$ cat config.mk
export PLATFORM = sky130hd
export DESIGN_NAME = alu_share_ctrl
export DESIGN_NICKNAME = d
export VERILOG_FILES = /design/src/rtl/alu_share_ctrl.sv
export SDC_FILE = /design/constraint.sdc
export NUM_CORES = 1
export LEC_CHECK = 0
export ABC_AREA = 1
export ABC_CLOCK_PERIOD_IN_PS = 2000
export BUFFER_PORTS_ARGS = -buffer_cell sky130_fd_sc_hd__buf_4
export CAP_MARGIN = 20
export CORE_ASPECT_RATIO = 0.7
export CORE_MARGIN = 2
export CORE_UTILIZATION = 45
export CTS_BUF_LIST = sky130_fd_sc_hd__clkbuf_8
export CTS_CLUSTER_DIAMETER = 60
export DETAILED_ROUTE_END_ITERATION = 8
export GPL_ROUTABILITY_DRIVEN = 0
export PLACE_DENSITY = 0.81
export RECOVER_POWER = 50
export SLEW_MARGIN = 10
export SYNTH_ARGS = -nofsm -noshare
export SYNTH_HDL_FRONTEND = slang
export SYNTH_SLANG_ARGS = --single-unit
export TNS_END_PERCENT = 100
$ cat constraint.sdc
create_clock -name clk -period 2 [get_ports clk]
set_input_delay 0.3 -clock clk [delete_from_list [all_inputs] [get_ports clk]]
set_output_delay 0.3 -clock clk [all_outputs]
set_load 0.05 [all_outputs]
$ cat src/rtl/alu_share_ctrl.sv
// Round-robin controller that time-shares one external ADD/EQ ALU between two
// requesters, registering each result until its requester takes it.
module alu_share_ctrl #(
    parameter int DATA_WIDTH = 32
) (
    input  logic                    clk,
    input  logic                    rst_n,
    input  logic [1:0]              req_valid,
    output logic [1:0]              req_ready,
    input  logic [2*DATA_WIDTH-1:0] req_op1,
    input  logic [2*DATA_WIDTH-1:0] req_op2,
    input  logic [5:0]              req_ctrl,
    output logic [1:0]              resp_valid,
    input  logic [1:0]              resp_ready,
    output logic [DATA_WIDTH-1:0]   resp_result,
    output logic                    resp_eq,
    output logic [DATA_WIDTH-1:0]   alu_op1,
    output logic [DATA_WIDTH-1:0]   alu_op2,
    output logic [2:0]              alu_ctrl,
    input  logic [DATA_WIDTH-1:0]   alu_out,
    input  logic                    alu_eq,
    output logic                    busy,
    output logic                    grant_id
);

    typedef enum logic [1:0] {
        IDLE = 2'd0,
        EXEC = 2'd1,
        RESP = 2'd2
    } state_t;

    state_t                state, state_nxt;
    logic                  rr_ptr;
    logic [DATA_WIDTH-1:0] op1_q, op2_q;
    logic [2:0]            ctrl_q;
    logic                  id_q;
    logic [1:0]            win;
    logic                  accept;
    logic                  accept_id;
    logic                  release_rsp;

    // Handshakes: a transfer happens on a rising edge where valid and ready are
    // both high; payload is sampled only then, and valid may drop without effect.
    always_comb begin
        win = req_valid;
        if (req_valid == 2'b11) begin
            win = rr_ptr ? 2'b10 : 2'b01;
        end
    end

    assign req_ready   = (state == IDLE) ? win : 2'b00;
    assign accept      = |(req_valid & req_ready);
    assign accept_id   = req_ready[1];
    assign release_rsp = (state == RESP) && resp_ready[id_q];

    assign alu_op1  = op1_q;
    assign alu_op2  = op2_q;
    assign alu_ctrl = ctrl_q;
    assign busy     = (state != IDLE);

    always_comb begin
        state_nxt = state;
        case (state)
            IDLE: if (accept) state_nxt = EXEC;
            EXEC: state_nxt = RESP;
            RESP: if (release_rsp) state_nxt = IDLE;
            default: state_nxt = IDLE;
        endcase
    end

    always_ff @(posedge clk) begin
        if (!rst_n) begin
            state       <= IDLE;
            rr_ptr      <= 1'b0;
            op1_q       <= '0;
            op2_q       <= '0;
            ctrl_q      <= 3'b000;
            id_q        <= 1'b0;
            grant_id    <= 1'b0;
            resp_result <= '0;
            resp_eq     <= 1'b0;
            resp_valid  <= 2'b00;
        end else begin
            state <= state_nxt;
            if (accept) begin
                op1_q    <= accept_id ? req_op1[2*DATA_WIDTH-1:DATA_WIDTH] : req_op1[DATA_WIDTH-1:0];
                op2_q    <= accept_id ? req_op2[2*DATA_WIDTH-1:DATA_WIDTH] : req_op2[DATA_WIDTH-1:0];
                ctrl_q   <= accept_id ? req_ctrl[5:3] : req_ctrl[2:0];
                id_q     <= accept_id;
                grant_id <= accept_id;
            end
            // Only the output meaningful for the op is kept; the other is zeroed.
            if (state == EXEC) begin
                case (ctrl_q)
                    3'b000: begin
                        resp_result <= alu_out;
                        resp_eq     <= 1'b0;
                    end
                    3'b001: begin
                        resp_result <= '0;
                        resp_eq     <= alu_eq;
                    end
                    default: begin
                        resp_result <= '0;
                        resp_eq     <= 1'b0;
                    end
                endcase
                resp_valid <= id_q ? 2'b10 : 2'b01;
            end
            if (release_rsp) begin
                resp_valid <= 2'b00;
                rr_ptr     <= ~id_q;
            end
        end
    end

endmodule
==> results of run 1 <==
==> cells in the mapped netlist <==
cell,count,share of area (%)
nand2_1,245,18
nor2_1,3,0.22
nand3_1,70,7.0
inv_1,142,11
nand4_1,67,8.4
buf_2,20,2.0
o21ai_2,1,0.17
clkbuf_1,31,2.3
a21oi_1,38,3.8
buf_1,4,0.30
o21ai_0,35,3.5
nor2_4,2,0.45
nor3_1,1,0.10
inv_2,1,0.075
dfxtp_1,106,42
buf_4,2,0.30
==> per-layer routing <==
metal  share of wire [%]  global-route usage, %  vias to the layer above
li1                    -                      -                     2891
met1                  43                  32.34                     2515
met2                  47                  44.11                      214
met3                 8.4                  7.993                       25
met4                 2.0                  7.527                        0
met5                   0                      0                        -
==> kinds of logic (layout without fill, tap and decap cells) <==
| logic type | Yosys count | count (layout) | share of synthesized area, % |
|---|---|---|---|
| AO/OA/AOI/OAI | 74 | 74 | 7.471 |
| buffers and inverters | 200 | 450 | 15.64 |
| flip-flops | 106 | 106 | 42.38 |
| AND/OR/NAND/NOR | 388 | 388 | 34.51 |
==> area by class of cell <==
type                       instances  area [µm²]  area share [%]
inverter                         143       536.8           7.662
multi-input combinational        462        2116           30.20
clock inverter                     6       41.29          0.5894
timing repair buffer             291        1861           26.56
clock buffer                      10       137.6           1.965
sequential                       106        2122           30.29
tap                              153       191.4           2.733
==> worst min path at each step <==
stage,from,cells after the start,to
final,alu_out[8],3,resp_result[8]$_SDFFE_PN0N_
after global routing,alu_out[4],3,resp_result[4]$_SDFFE_PN0N_
after CTS,alu_out[0],3,resp_result[0]$_SDFFE_PN0N_
after detailed placement,alu_op2[19]$_SDFFE_PN0P_,2,alu_op2[19]$_SDFFE_PN0P_
after global placement,alu_op2[30]$_SDFFE_PN0P_,2,alu_op2[30]$_SDFFE_PN0P_
after floorplan,alu_out[3],2,resp_result[3]$_SDFFE_PN0N_
==> where the power goes <==
group          internal (mW)  leakage [nW]  total (mW)  switching (mW)
sequential              2.35         0.874        2.47           0.127
combinational          0.571          2.86        2.11            1.54
clock                  0.490        0.0905        1.21           0.723
==> registers in the layout, summed over array words and instances, names as in the netlist <==
name and flops:
alu_op1 32, alu_op2 32, resp_result 32, alu_ctrl 3
resp_valid 2, state 2, id_q 1, resp_eq 1
rr_ptr 1
==> critical path, stage by stage, from the launching register on <==
cell     delay, ns
dfxtp_1       0.36
nor2_4        0.22
buf_12        0.27
inv_1         0.07
buf_4         0.19
==> per-stage QoR <==
step	std cells	hold slack [ns]	instance area (µm²)
floorplan	768	0.4414	5011
global route	1171	0.1685	7005
global placement	1155	0.4385	7211
finish	1171	0.1857	7005
CTS	1171	0.1653	7390
detailed placement	1155	0.4407	7211
==> flow_summary.toml, run 1 <==
[run_status]
outcome = "finished, final reports clean"

[cts]
clk_path_buf_depth = 2
cts_made_buffers = 9
clk_latency_ns = 0.36
cts_sinks = 106
post-cts-setup-buffer-count = 0
cts_resized = 0
cts_tree = "yes"
cts_max_level = 3
hold_buffers = 0
clkTransAtPathRegs_ns = 0.10
root_buffer = "clkbuf_8"

[layout]
fill_cells = 1058
layout_commonest_cell = "nand2_1"
final_cell_mix = "244 x nand2_1, 187 x buf_4, 143 x inv_1"
drive_above_1_share_pct = 21.12
syn2layout_area_growth_pct = 39.91
finish.utilization_pct = 64.09
nets = 1186
diodes = 0

[setup_path]
criticalPathCategory = "flip-flop to primary output"
crit_path_end_kind = "primary output"
r2r-end = "resp_result[14]$_SDFFE_PN0N_"
reg2reg_from = "state[0]$_SDFFE_PN0P_"
rr_worst_depth = 5
critPathMaxFanout = 51
crit_end = "busy"
r2r_setup_slack_ns = 0.32
cp-start-kind = "flip-flop"
crit_required_ns = 1.70
crit_arrival_ns = 1.47
worstSetupStartpoint = "state[1]$_SDFFE_PN0P_"

[drt]
routed_via_density = 4.821
drt_iter0_markers = 290
wire_per_inst_um = 13.47
detail-route-antenna-nets = 0
wl_mm = 15.78
vias = 5645
drc = 0
drt-pass1-iter-count = 4

[synth]
yosys_warnings = 0
synthCells = 768
ys_ff_latch = 106
seq_area_frac_synth_pct = 42.38
synth_nets = 941
ys_types = 16
syn-mean-instance-area_um2 = 6.520
synth_area_mm2 = 0.005007

[timing]
rsz0062_at_grt = "false"
fin_crit_ns = 1.774
fin_setup_tns_ns = 0
clock_skew_ns = 0.008280
timing.final.ws_setup_ns = 0.2262
max_freq_ghz = 0.5638
max_slew_margin_pct = 51.76
worst_pin_slew_ns = 0.7229
setup_violations = 0
final_hold_viol_count = 0
finalCritPeriodShare_pct = 88.69
drv_slew = 0

[floorplan]
row_count = 32
die_h_um = 92.26
die_x_um = 130.1
die_area_mm2 = 0.01200
pin_count = 279
core_area_mm2 = 0.01093
initial_utilization_pct = 45.81

[place]
port_buffers = 278
post-place-ws_ns = 0.4508
dp_hpwl_mm = 11.15

[power]
ir_worst_vdd_v = 0.0003600
power_density_mw_per_mm2 = 827.1
total_power_mw = 5.794
leakage_nw = 3.828

[global_routing]
grt_pass1_wl_mm = 25.20
antenna_found_initial = 0
grt_pass1_vias = 5241
grt_use_total_pct = 26.22
grt_overflow = 0
grt_max_degree = 69

[worst_hold_path]
hp-class = "input port to flip-flop"

[job]
cap_violations = 0
(Power assumes the default switching activity.)
==> run 2: changes to the inputs <==
--- a/config.mk
+++ b/config.mk
@@ -10,9 +10,8 @@
 export BUFFER_PORTS_ARGS = -buffer_cell sky130_fd_sc_hd__buf_4
 export CAP_MARGIN = 20
 export CORE_ASPECT_RATIO = 0.7
-export CORE_MARGIN = 2
+export CORE_MARGIN = 4
 export CORE_UTILIZATION = 45
-export CTS_BUF_LIST = sky130_fd_sc_hd__clkbuf_8
 export CTS_CLUSTER_DIAMETER = 60
 export DETAILED_ROUTE_END_ITERATION = 8
 export GPL_ROUTABILITY_DRIVEN = 0
==> constraint.sdc (replaced) <==
create_clock -name clk -period 2 [get_ports clk]
set_input_delay 0.4 -clock clk [delete_from_list [all_inputs] [get_ports clk]]
set_output_delay 0.4 -clock clk [all_outputs]
set_load 0.05 [all_outputs]
==> run 2 against run 1 <==
Sequential cell count did not move. Utilization rose by 3.8 points. Clock power rose by 40%. Critical path depth did not move. Wire length rose by 6.0%. Register-to-register slack improved by 0.05 ns. Final cell count fell by 0.17%. Largest cell class unchanged. Largest power group unchanged. Highest routed layer unchanged.
==> flow_summary.toml, run 2 (synthesis gave the netlist of run 1 again) <==
[setup_path]
crit_path_end_kind = "primary output"
slowest_delay_ns = 0.34
crit_end = "req_ready[0]"
r2r_setup_slack_ns = 0.37
critPathMaxFanout = 6
worstSetupStartpoint = "state[1]$_SDFFE_PN0P_"
slowest_stage = "dfxtp_1"
crit_arrival_ns = 1.38
criticalPathCategory = "flip-flop to primary output"
reg2reg_from = "state[1]$_SDFFE_PN0P_"
crit_chain = "nor2_4, nand2_1, a21oi_2, buf_4"
cp-start-kind = "flip-flop"
crit_required_ns = 1.60
r2r-end = "alu_op1[7]$_SDFFE_PN0P_"
rr_worst_depth = 6

[timing]
drv_slew = 0
worst_pin_slew_ns = 0.6536
max_freq_ghz = 0.5622
finalCritPeriodShare_pct = 88.94
clock_skew_ns = 0.005930
max_slew_margin_pct = 56.43
timing.final.ws_setup_ns = 0.2213
final_hold_viol_count = 0
fin_setup_tns_ns = 0
rsz0062_at_grt = "false"
setup_violations = 0
fin_crit_ns = 1.779
whs_ns = 0.3120

[power]
intPower_mw = 3.859
power_density_mw_per_mm2 = 877.9
power_switching_mw = 2.456
total_power_mw = 6.315
power_frac_seq_pct = 39.2
netSwitchingFraction_pct = 38.90
ir_worst_vdd_v = 0.0004401
pwr-share-clk_pct = 26.7
p_comb_share_pct = 34.1
leakage_nw = 3.966

[layout]
layout_commonest_cell = "nand2_1"
nets = 1190
syn2layout_area_growth_pct = 43.65
final_cell_mix = "244 x nand2_1, 210 x buf_4, 142 x inv_1"
diodes = 0
postLayoutCellArea_mm2 = 0.007193
drive_above_1_share_pct = 23.41

[cts]
cts_sinks = 106
post-cts-setup-buffer-count = 0
hold_buffers = 0
cts_tree = "yes"
cts_max_level = 3
cts_resized = 0
cts_made_buffers = 9
root_buffer = "clkbuf_16"
clk_path_buf_depth = 2
clk_latency_ns = 0.34
clkTransAtPathRegs_ns = 0.07

[global_routing]
grt_use_total_pct = 24.37
grt_max_degree = 69
grt_pass1_vias = 5015
antenna_found_initial = 0
grt_overflow = 0
grt_pass1_wl_mm = 25.59

[drt]
routed_via_density = 4.880
drc = 0
detail-route-antenna-nets = 0
wire_per_inst_um = 14.31
drt-pass1-iter-count = 5
vias = 5705
drt_iter0_markers = 335
wl_mm = 16.72

[worst_hold_path]
hp-class = "input port to flip-flop"
holdPathStages = 3

[place]
port_buffers = 278
post-place-ws_ns = 0.2900
placed_area_mm2 = 0.007234
dp_hpwl_mm = 12.02

[floorplan]
die_area_mm2 = 0.01291
pin_count = 279
die_h_um = 96.26
die_x_um = 134.1
initial_utilization_pct = 47.29
row_count = 31
core_area_mm2 = 0.01059

[run_status]
outcome = "finished, final reports clean"

[job]
cap_violations = 0
run 2: layout make-up:
cell class / instances / area [µm²]
clock buffers: 11 / 252.7
repair buffers: 295 / 1951
multi-input cells: 462 / 2118
flip-flops and latches: 106 / 2122
well taps: 148 / 185.2
inverters: 143 / 536.8
fillers: 1044 / 3396
clock inverters: 4 / 27.53
run 2: metal layers:
layer	part of all wire, %	routed length [µm]	track usage [%]	vias up
li1	-	-	-	2902
met1	42	6989	31.46	2524
met2	47	7893	40.13	253
met3	9.1	1528	7.732	26
met4	1.9	311	6.017	0
met5	0	0	0	-
run 2: worst min path at each step:
| stage | startpoint | end | slack [ns] |
|---|---|---|---|
| 5_1_grt | alu_out[14] | resp_result[14]$_SDFFE_PN0N_ | 0.30 |
| 3_3_place_gp | alu_op1[1]$_SDFFE_PN0P_ | alu_op1[1]$_SDFFE_PN0P_ | 0.44 |
| 6_report | alu_out[15] | resp_result[15]$_SDFFE_PN0N_ | 0.31 |
| 4_1_cts | alu_out[14] | resp_result[14]$_SDFFE_PN0N_ | 0.30 |
| 3_5_place_dp | alu_op2[2]$_SDFFE_PN0P_ | alu_op2[2]$_SDFFE_PN0P_ | 0.44 |
| 2_1_floorplan | rr_ptr$_SDFFE_PN0P_ | rr_ptr$_SDFFE_PN0P_ | 0.46 |
run 2: worst max-delay path, delay by kind of cell, from the launching register on:
family | cells | cell delay, ns
flip-flops | 1 | 0.34
AO/OA/AOI/OAI | 1 | 0.17
AND/OR/NAND/NOR | 2 | 0.29
buffers and inverters | 1 | 0.23
run 2: power groups by stage:
stage	Clock [mW]	Combinational [mW]	Sequential (mW)
detailed placement	0	2.32	2.52
global placement	0	2.30	2.52
finish	1.69	2.16	2.47
CTS	1.71	2.33	2.48
floorplan	0	0.669	3.30
global route	1.81	2.31	2.50
run 2: metrics by stage:
stage,cells,utilization [%]
CTS,1169,70.97
global placement,1154,68.32
floorplan,768,-
global route,1169,67.93
finish,1169,67.93
detailed placement,1154,68.32
